File: src/rtl/elevator_request_panel.sv
// Request side of the elevator controller: synchronizes and debounces car/hall
// buttons, holds pending calls as lamps, and serves floor-relative request flags.
module elevator_request_panel #(
  parameter int N           = 10,
  parameter int SYNC_STAGES = 2,
  parameter int DEB         = 4
) (
  input  logic         clk,
  input  logic         rst,
  input  logic [N-1:0] button_in,
  input  logic [N-1:0] button_out,
  input  logic [N-1:0] current_floor,
  input  logic         open,
  output logic [N-1:0] lamp_in,
  output logic [N-1:0] lamp_out,
  output logic         request_i,
  output logic         request_j_gt_i,
  output logic         request_j_lt_i,
  output logic         floor_err
);

  localparam int B  = 2 * N;
  localparam int CW = $clog2(DEB + 1);

  // Car buttons occupy bits [N-1:0], hall buttons bits [2N-1:N].
  logic [B-1:0]  w_raw;
  logic [B-1:0]  w_s;
  logic [B-1:0]  w_acc;
  logic [B-1:0]  r_sync [SYNC_STAGES];
  logic [CW-1:0] r_cnt  [B];
  logic          w_floor_err;
  logic [N-1:0]  w_clr;
  logic [N-1:0]  w_pend;
  logic [N-1:0]  w_above;
  logic [N-1:0]  w_below;

  assign w_raw = {button_out, button_in};
  assign w_s   = r_sync[SYNC_STAGES-1];

  always_ff @(posedge clk or posedge rst) begin
    if (rst) begin
      for (int i = 0; i < SYNC_STAGES; i++) r_sync[i] <= '0;
    end else begin
      // NOTE: non-blocking assignments make every stage sample the previous
      // stage's old value, so the chain really is SYNC_STAGES flops deep.
      r_sync[0] <= w_raw;
      for (int i = 1; i < SYNC_STAGES; i++) r_sync[i] <= r_sync[i-1];
    end
  end

  // NOTE: the counter array is real state whose value must be known after
  // reset (a partial debounce is discarded), so it is reset like any flop.
  always_ff @(posedge clk or posedge rst) begin
    if (rst) begin
      for (int b = 0; b < B; b++) r_cnt[b] <= '0;
    end else begin
      for (int b = 0; b < B; b++) begin
        if (!w_s[b])                    r_cnt[b] <= '0;
        else if (r_cnt[b] != CW'(DEB))  r_cnt[b] <= r_cnt[b] + 1'b1;
      end
    end
  end

  // Accept only on the step into saturation, so a held button fires once.
  always_comb begin
    w_acc = '0;
    for (int b = 0; b < B; b++) w_acc[b] = w_s[b] && (r_cnt[b] == CW'(DEB - 1));
  end

  assign w_floor_err = !$onehot(current_floor);
  assign w_clr       = {N{open & ~w_floor_err}} & current_floor;
  assign w_pend      = lamp_in | lamp_out;

  // w_above[j]: the car sits below floor j; w_below[j]: the car sits above it.
  always_comb begin
    // NOTE: defaults first keep this block free of inferred latches.
    w_above = '0;
    w_below = '0;
    for (int j = 1; j < N; j++)      w_above[j] = w_above[j-1] | current_floor[j-1];
    for (int j = N - 2; j >= 0; j--) w_below[j] = w_below[j+1] | current_floor[j+1];
  end

  always_ff @(posedge clk or posedge rst) begin
    if (rst) begin
      lamp_in        <= '0;
      lamp_out       <= '0;
      request_i      <= 1'b0;
      request_j_gt_i <= 1'b0;
      request_j_lt_i <= 1'b0;
      floor_err      <= 1'b0;
    end else begin
      lamp_in   <= (lamp_in  | w_acc[N-1:0]) & ~w_clr;
      lamp_out  <= (lamp_out | w_acc[B-1:N]) & ~w_clr;
      floor_err <= w_floor_err;
      if (w_floor_err) begin
        request_i      <= 1'b0;
        request_j_gt_i <= 1'b0;
        request_j_lt_i <= 1'b0;
      end else begin
        request_i      <= |(w_pend & current_floor);
        request_j_gt_i <= |(w_pend & w_above);
        request_j_lt_i <= |(w_pend & w_below);
      end
    end
  end

endmodule

File: config.mk
export PLATFORM = sky130hd
export DESIGN_NAME = elevator_request_panel
export DESIGN_NICKNAME = d
export VERILOG_FILES = /design/src/rtl/elevator_request_panel.sv
export SDC_FILE = /design/constraint.sdc
export NUM_CORES = 1
export LEC_CHECK = 0
export BUFFER_PORTS_ARGS = -buffer_cell sky130_fd_sc_hd__buf_2
export CORE_ASPECT_RATIO = 0.5
export CORE_UTILIZATION = 35
export DETAILED_ROUTE_END_ITERATION = 10
export HOLD_SLACK_MARGIN = 0.12
export PLACE_DENSITY = 0.59
export SLEW_MARGIN = 40
export SYNTH_ARGS = -nofsm -noshare
export SYNTH_HDL_FRONTEND = slang
export SYNTH_SLANG_ARGS = --single-unit
File: constraint.sdc
create_clock -name clk -period 5.8 [get_ports clk]
set_clock_uncertainty 0.2 [all_clocks]
set_input_delay 1.74 -clock clk [delete_from_list [all_inputs] [get_ports clk]]
set_output_delay 1.74 -clock clk [all_outputs]
set_load 0.01 [all_outputs]
== After elaboration in Yosys (flattened, before gate mapping) ==
Cells that the tools add are included.

* Flip-flop bits (word level): 124
* Input bits: 33
* Word-level logic and storage cells: 212

* Add/sub/neg operators: 29
* Eq/ne operators: 61
* Multiplexer cells: 43
* Bitwise logic cells: 27
* Reduce and logical (&&, ||, !) cells: 24

{| class="wikitable"
|+ Operator list
! operator !! number
|-
| $mux W3 || 40
|-
| $add A3 B1 Y3 const B || 20
|-
| $eq A3 B2 Y1 const B || 20
|-
| $ne A3 B3 Y1 const B || 20
|-
| $and A10 B10 Y10 || 5
|-
| $ne A2 B1 Y1 const B || 20
|-
| $or A10 B10 Y10 || 3
|-
| $reduce_or A10 Y1 || 3
|-
| $logic_and A1 B1 Y1 || 20
|-
| $or A1 B1 Y1 || 16
|-
| $add A1 B1 Y2 || 5
|-
| $and A10 B9 Y10 || 1
|-
| $not A10 Y10 || 1
|-
| $add A2 B2 Y3 || 2
|-
| $add A3 B3 Y4 || 1
|-
| $add A4 B2 Y4 || 1
|-
| $eq A4 B1 Y1 const B || 1
|-
| $mux W1 || 3
|-
| $and A1 B1 Y1 || 1
|-
| $logic_not A1 Y1 || 1
|}

== Longest topological paths before layout ==
* Depth in word-level cells: 11
* Gate-level depth with buffers: 14
* Depth with buffers taken out: 13

== Worst setup path before layout ==
OpenSTA, ideal clock, no wires.

* Kind: input to register
* Start: in current_floor[0]
* End: reg lamp_in[1]
* Library setup time: 121 ps
* Arrival time: 4716 ps
* Required time: 5479 ps
* Setup slack: 763 ps
* Stages: 14
* Cells stage by stage: fa_1 > fa_1 > inv_1 > fa_1 > inv_1 > ha_1 > inv_1 > fa_1 > a2111oi_2 > a21o_2 > nand3_4 > nor2_4 > buf_6 > a21oi_1

* Cells in the longest elaborated chain, start to end: 9

{| class="wikitable"
|+ Ends and longest elaborated chain
! item !! RTL line !! text
|-
| start: declaration || 12 || <nowiki>input logic [N-1:0] current_floor,</nowiki>
|-
| $add A1 B1 Y2 (not written as such) || 70 || <nowiki>assign w_floor_err = !$onehot(current_floor);</nowiki>
|-
| $add A2 B2 Y3 (not written as such) || 70 ||
|-
| $add A3 B3 Y4 (not written as such) || 70 ||
|-
| $add A4 B2 Y4 (not written as such) || 70 ||
|-
| $eq A4 B1 Y1 || 70 ||
|-
| $and A1 B1 Y1 || 71 || <nowiki>assign w_clr = {N{open & ~w_floor_err}} & current_floor;</nowiki>
|-
| $and A10 B10 Y10 || 71 ||
|-
| $not A10 Y10 || 92 || <nowiki>lamp_in <= (lamp_in | w_acc[N-1:0]) & ~w_clr;</nowiki>
|-
| $and A10 B10 Y10 || 92 ||
|-
| end signal: assignment || 92 ||
|-
| end: declaration || 14 || <nowiki>output logic [N-1:0] lamp_in,</nowiki>
|}

Every way passes these cells.
A chain may end at the register's enable or synchronous reset.

== Worst setup path after layout ==
* Start: in current_floor[0]
* End: reg lamp_out[5]

* Cells in the longest elaborated chain, start to end: 9

{| class="wikitable"
|+ Ends and longest elaborated chain
! item !! RTL line !! text
|-
| $add A1 B1 Y2 (not written as such) || 70 ||
|-
| $add A2 B2 Y3 (not written as such) || 70 ||
|-
| $add A3 B3 Y4 (not written as such) || 70 ||
|-
| $add A4 B2 Y4 (not written as such) || 70 ||
|-
| $eq A4 B1 Y1 || 70 ||
|-
| $and A1 B1 Y1 || 71 ||
|-
| $and A10 B10 Y10 || 71 ||
|-
| $not A10 Y10 || 93 || <nowiki>lamp_out <= (lamp_out | w_acc[B-1:N]) & ~w_clr;</nowiki>
|-
| $and A10 B10 Y10 || 93 ||
|-
| end signal: assignment || 93 ||
|-
| end: declaration || 15 || <nowiki>output logic [N-1:0] lamp_out,</nowiki>
|}

Every way passes these cells.

==> reports/results.ini <==
[sta]
min_period_over_period_pct = 85.7
final_hold_viol_count = 0
slew_violations = 0
finalSetupTns_ps = 0
setup_viol = 0
rsz0062_at_grt = no
slew_headroom_pct = 55.1
worst_pin_slew_ps = 673
fin_crit_ps = 4970
whs_ps = 143
fin_ws_ps = 829
max_freq_mhz = 201

[drt]
drtPass1Iterations = 5
vias = 3704
routed_wl_mm = 10.4
antenna_left = 0
viasPerCell = 4.64
post_drt_wl_per_cell_um = 13.0
drt_iter0_markers = 184
drc_errors = 0

[final_layout]
area.growth.synth_to_final_pct = 20.2
layout_common_cells = dfrtp_1, inv_1, ha_1
fin_nets = 683
fillers = 1461
final_util_pct = 43.8
register_area_um2 = 3100
num_antenna_cells = 0
multi_input_area_um2 = 2280
layout_commonest_cell = dfrtp_1
final_cells = 798
drive_gt1_share_pct = 16.2

[critical_path]
worst_r2r_path_depth = 4
r2r-end = request_j_lt_i
critical_path.cell_chain = buf_2 > fa_1 > fa_1 > inv_1 > fa_1 > inv_1 > ha_1 > inv_1 > fa_1 > a2111oi_2 > a21o_2 > nand3_4 > nor2_4 > buf_12 > a21oi_1
crit_path_frequent_cell = fa_1
path_class = primary input to flip-flop
cpMaxStageDelayCell = fa_1
reg2reg_slack_ps = 4150
start_kind = primary input
rr_startpoint = lamp_in[0]
critPathArrivalTime_ps = 5060
cp-end-kind = flip-flop
worst_ep_required_time_ps = 5890
cp_slowest_stage_delay_ps = 510
cp-startpoint = current_floor[0]
critPathMaxFanout = 19
endpoint = lamp_out[5]

[global_routing]
grt_antenna_before_repair = 0
track_usage_pct = 13.7
grt_max_degree = 77
grt_pass1_vias = 3693
grt_pass1_wl_mm = 17.7
overflow = 0

[floorplanning]
coreArea_um2 = 15600
std_cell_rows = 32
ios = 57
die_h_um = 92.1
initial_core_util_pct = 36.4
dieArea_um2 = 16800
die_x_um = 182

[yosys]
yosysWarnings = 0
syn_area_per_cell_um2 = 11.3
ys_ff_latch = 124
synthCells = 505
synth_nets = 607
synth-seq-area-share_pct = 54.6
synth_cell_types = 27
syn_area_um2 = 5680

[placed_design]
dp.final_hpwl_mm = 7.61
place_inst = 766
gp_congestion = 0.826
pre_cts_slack_ps = 387
io_buffers = 56

[hold_path]
whs_path_depth = 0
hp-class = flip-flop to flip-flop

[power_and_ir_drop]
swShare_pct = 34.1
power_frac_clock_pct = 30.9
p_int_mw = 2.23
power_density_nw_per_um2 = 495
p_leak_nw = 3.18
switchingPower_mw = 1.15
ir_drop_mv = 0.188
pwr-share-comb_pct = 28.1
pwr-share-seq_pct = 41.0

[cts]
post_cts_resize_count = 0
clk_root_buffer_cell = clkbuf_16
cts-htree-levels = 4
cts_sinks = 124
postCtsSetupRepairBufs = 0
cts.path.max_buffers = 2
cts_tree = yes
cts_hold_buffers = 0
clock_latency_ps = 410
clk_pin_slew_worst_paths_ps = 60
numCtsBuffers = 17

[run_status]
status = completed

[flow_run]
cap_viol_max_count = 0

[sequential cells by signal, summed over array words and instances (netlist names)]
name / cells
r_sync: 20
w_s: 20
request_i: 1
r_cnt: 60
floor_err: 1
request_j_gt_i: 1
lamp_in: 10
request_j_lt_i: 1
lamp_out: 10
[metrics by stage]
step	total power [mW]	area, um^2
final	3.39	6830
after global routing	3.68	6830
after CTS	3.44	6830
after detailed placement	2.37	6240
after global placement	2.32	6230
after floorplan	2.04	5680
[synthesized netlist by cell type, drive strengths merged]
master     n  area (um^2)
a21boi    40          300
a2111oi    1         15.0
a31oi      2         12.5
nor3       4         20.0
o31ai      1         7.51
and2      20          125
inv       74          278
a21o       1         8.76
or4        1         7.51
xnor2     20          175
buf        2         22.5
nand2     43          161
nand2b     1         6.26
nor2      10         45.0
nor4       2         12.5
nand3     21          118
a21oi     44          220
o2111ai    1         8.76
o21ai     18         90.1
dfrtp    124         3100
fa         6          120
o22ai      2         12.5
o211ai     1         7.51
ha        63          788
nand4      3         18.8
[cell families after synthesis]
logic type	share of synthesized area (%)
AOI/OAI and AO/OA	12.0
xor gates and xnor gates	3.08
adders and majority gates	16.0
buffers and inverters	5.28
DFF	54.6
and+or+nand+nor	9.05
[worst min-delay path by stage]
stage	startpoint	end
global route	r_sync[37]	w_s[17]
floorplan	r_sync[20]	w_s[0]
detailed placement	r_sync[31]	w_s[11]
finish	r_sync[34]	w_s[14]
global placement	r_sync[24]	w_s[4]
CTS	r_sync[34]	w_s[14]
[power by group through the flow]
stage          Sequential (mW)  Combinational (mW)  Clock (mW)
2_1_floorplan             1.37               0.676           0
3_3_place_gp              1.40               0.927           0
3_5_place_dp              1.40               0.966           0
4_1_cts                   1.39               0.973        1.07
5_1_grt                   1.43                1.13        1.12
6_report                  1.39               0.951        1.05
[per-layer routing]
metal,vias up,wire length (um),share of wire [%],GRT usage (%)
met3,13,330,3.2,4.01
met1,1798,4970,48,18.0
met2,62,4980,48,21.6
met5,-,0,0,0
met4,0,99,0.95,4.48
li1,1831,-,-,-
[final cells by class]
type,count,share of cell area [%]
multi-input cells,305,33.4
clock buffers,19,6.63
clock inverters,13,2.09
well taps,204,3.74
repair buffers,59,4.61
flip-flops and latches,124,45.4
inverters,74,4.14
[critical path, delay by kind of cell]
kind | cells | cell delay (ps)
AND/OR/NAND/NOR | 2 | 250
buffers and inverters | 5 | 480
adder cells (fa/ha/maj) | 5 | 2000
AO/OA/AOI/OAI | 3 | 580
Note: power is estimated with default switching activity, not from simulation.
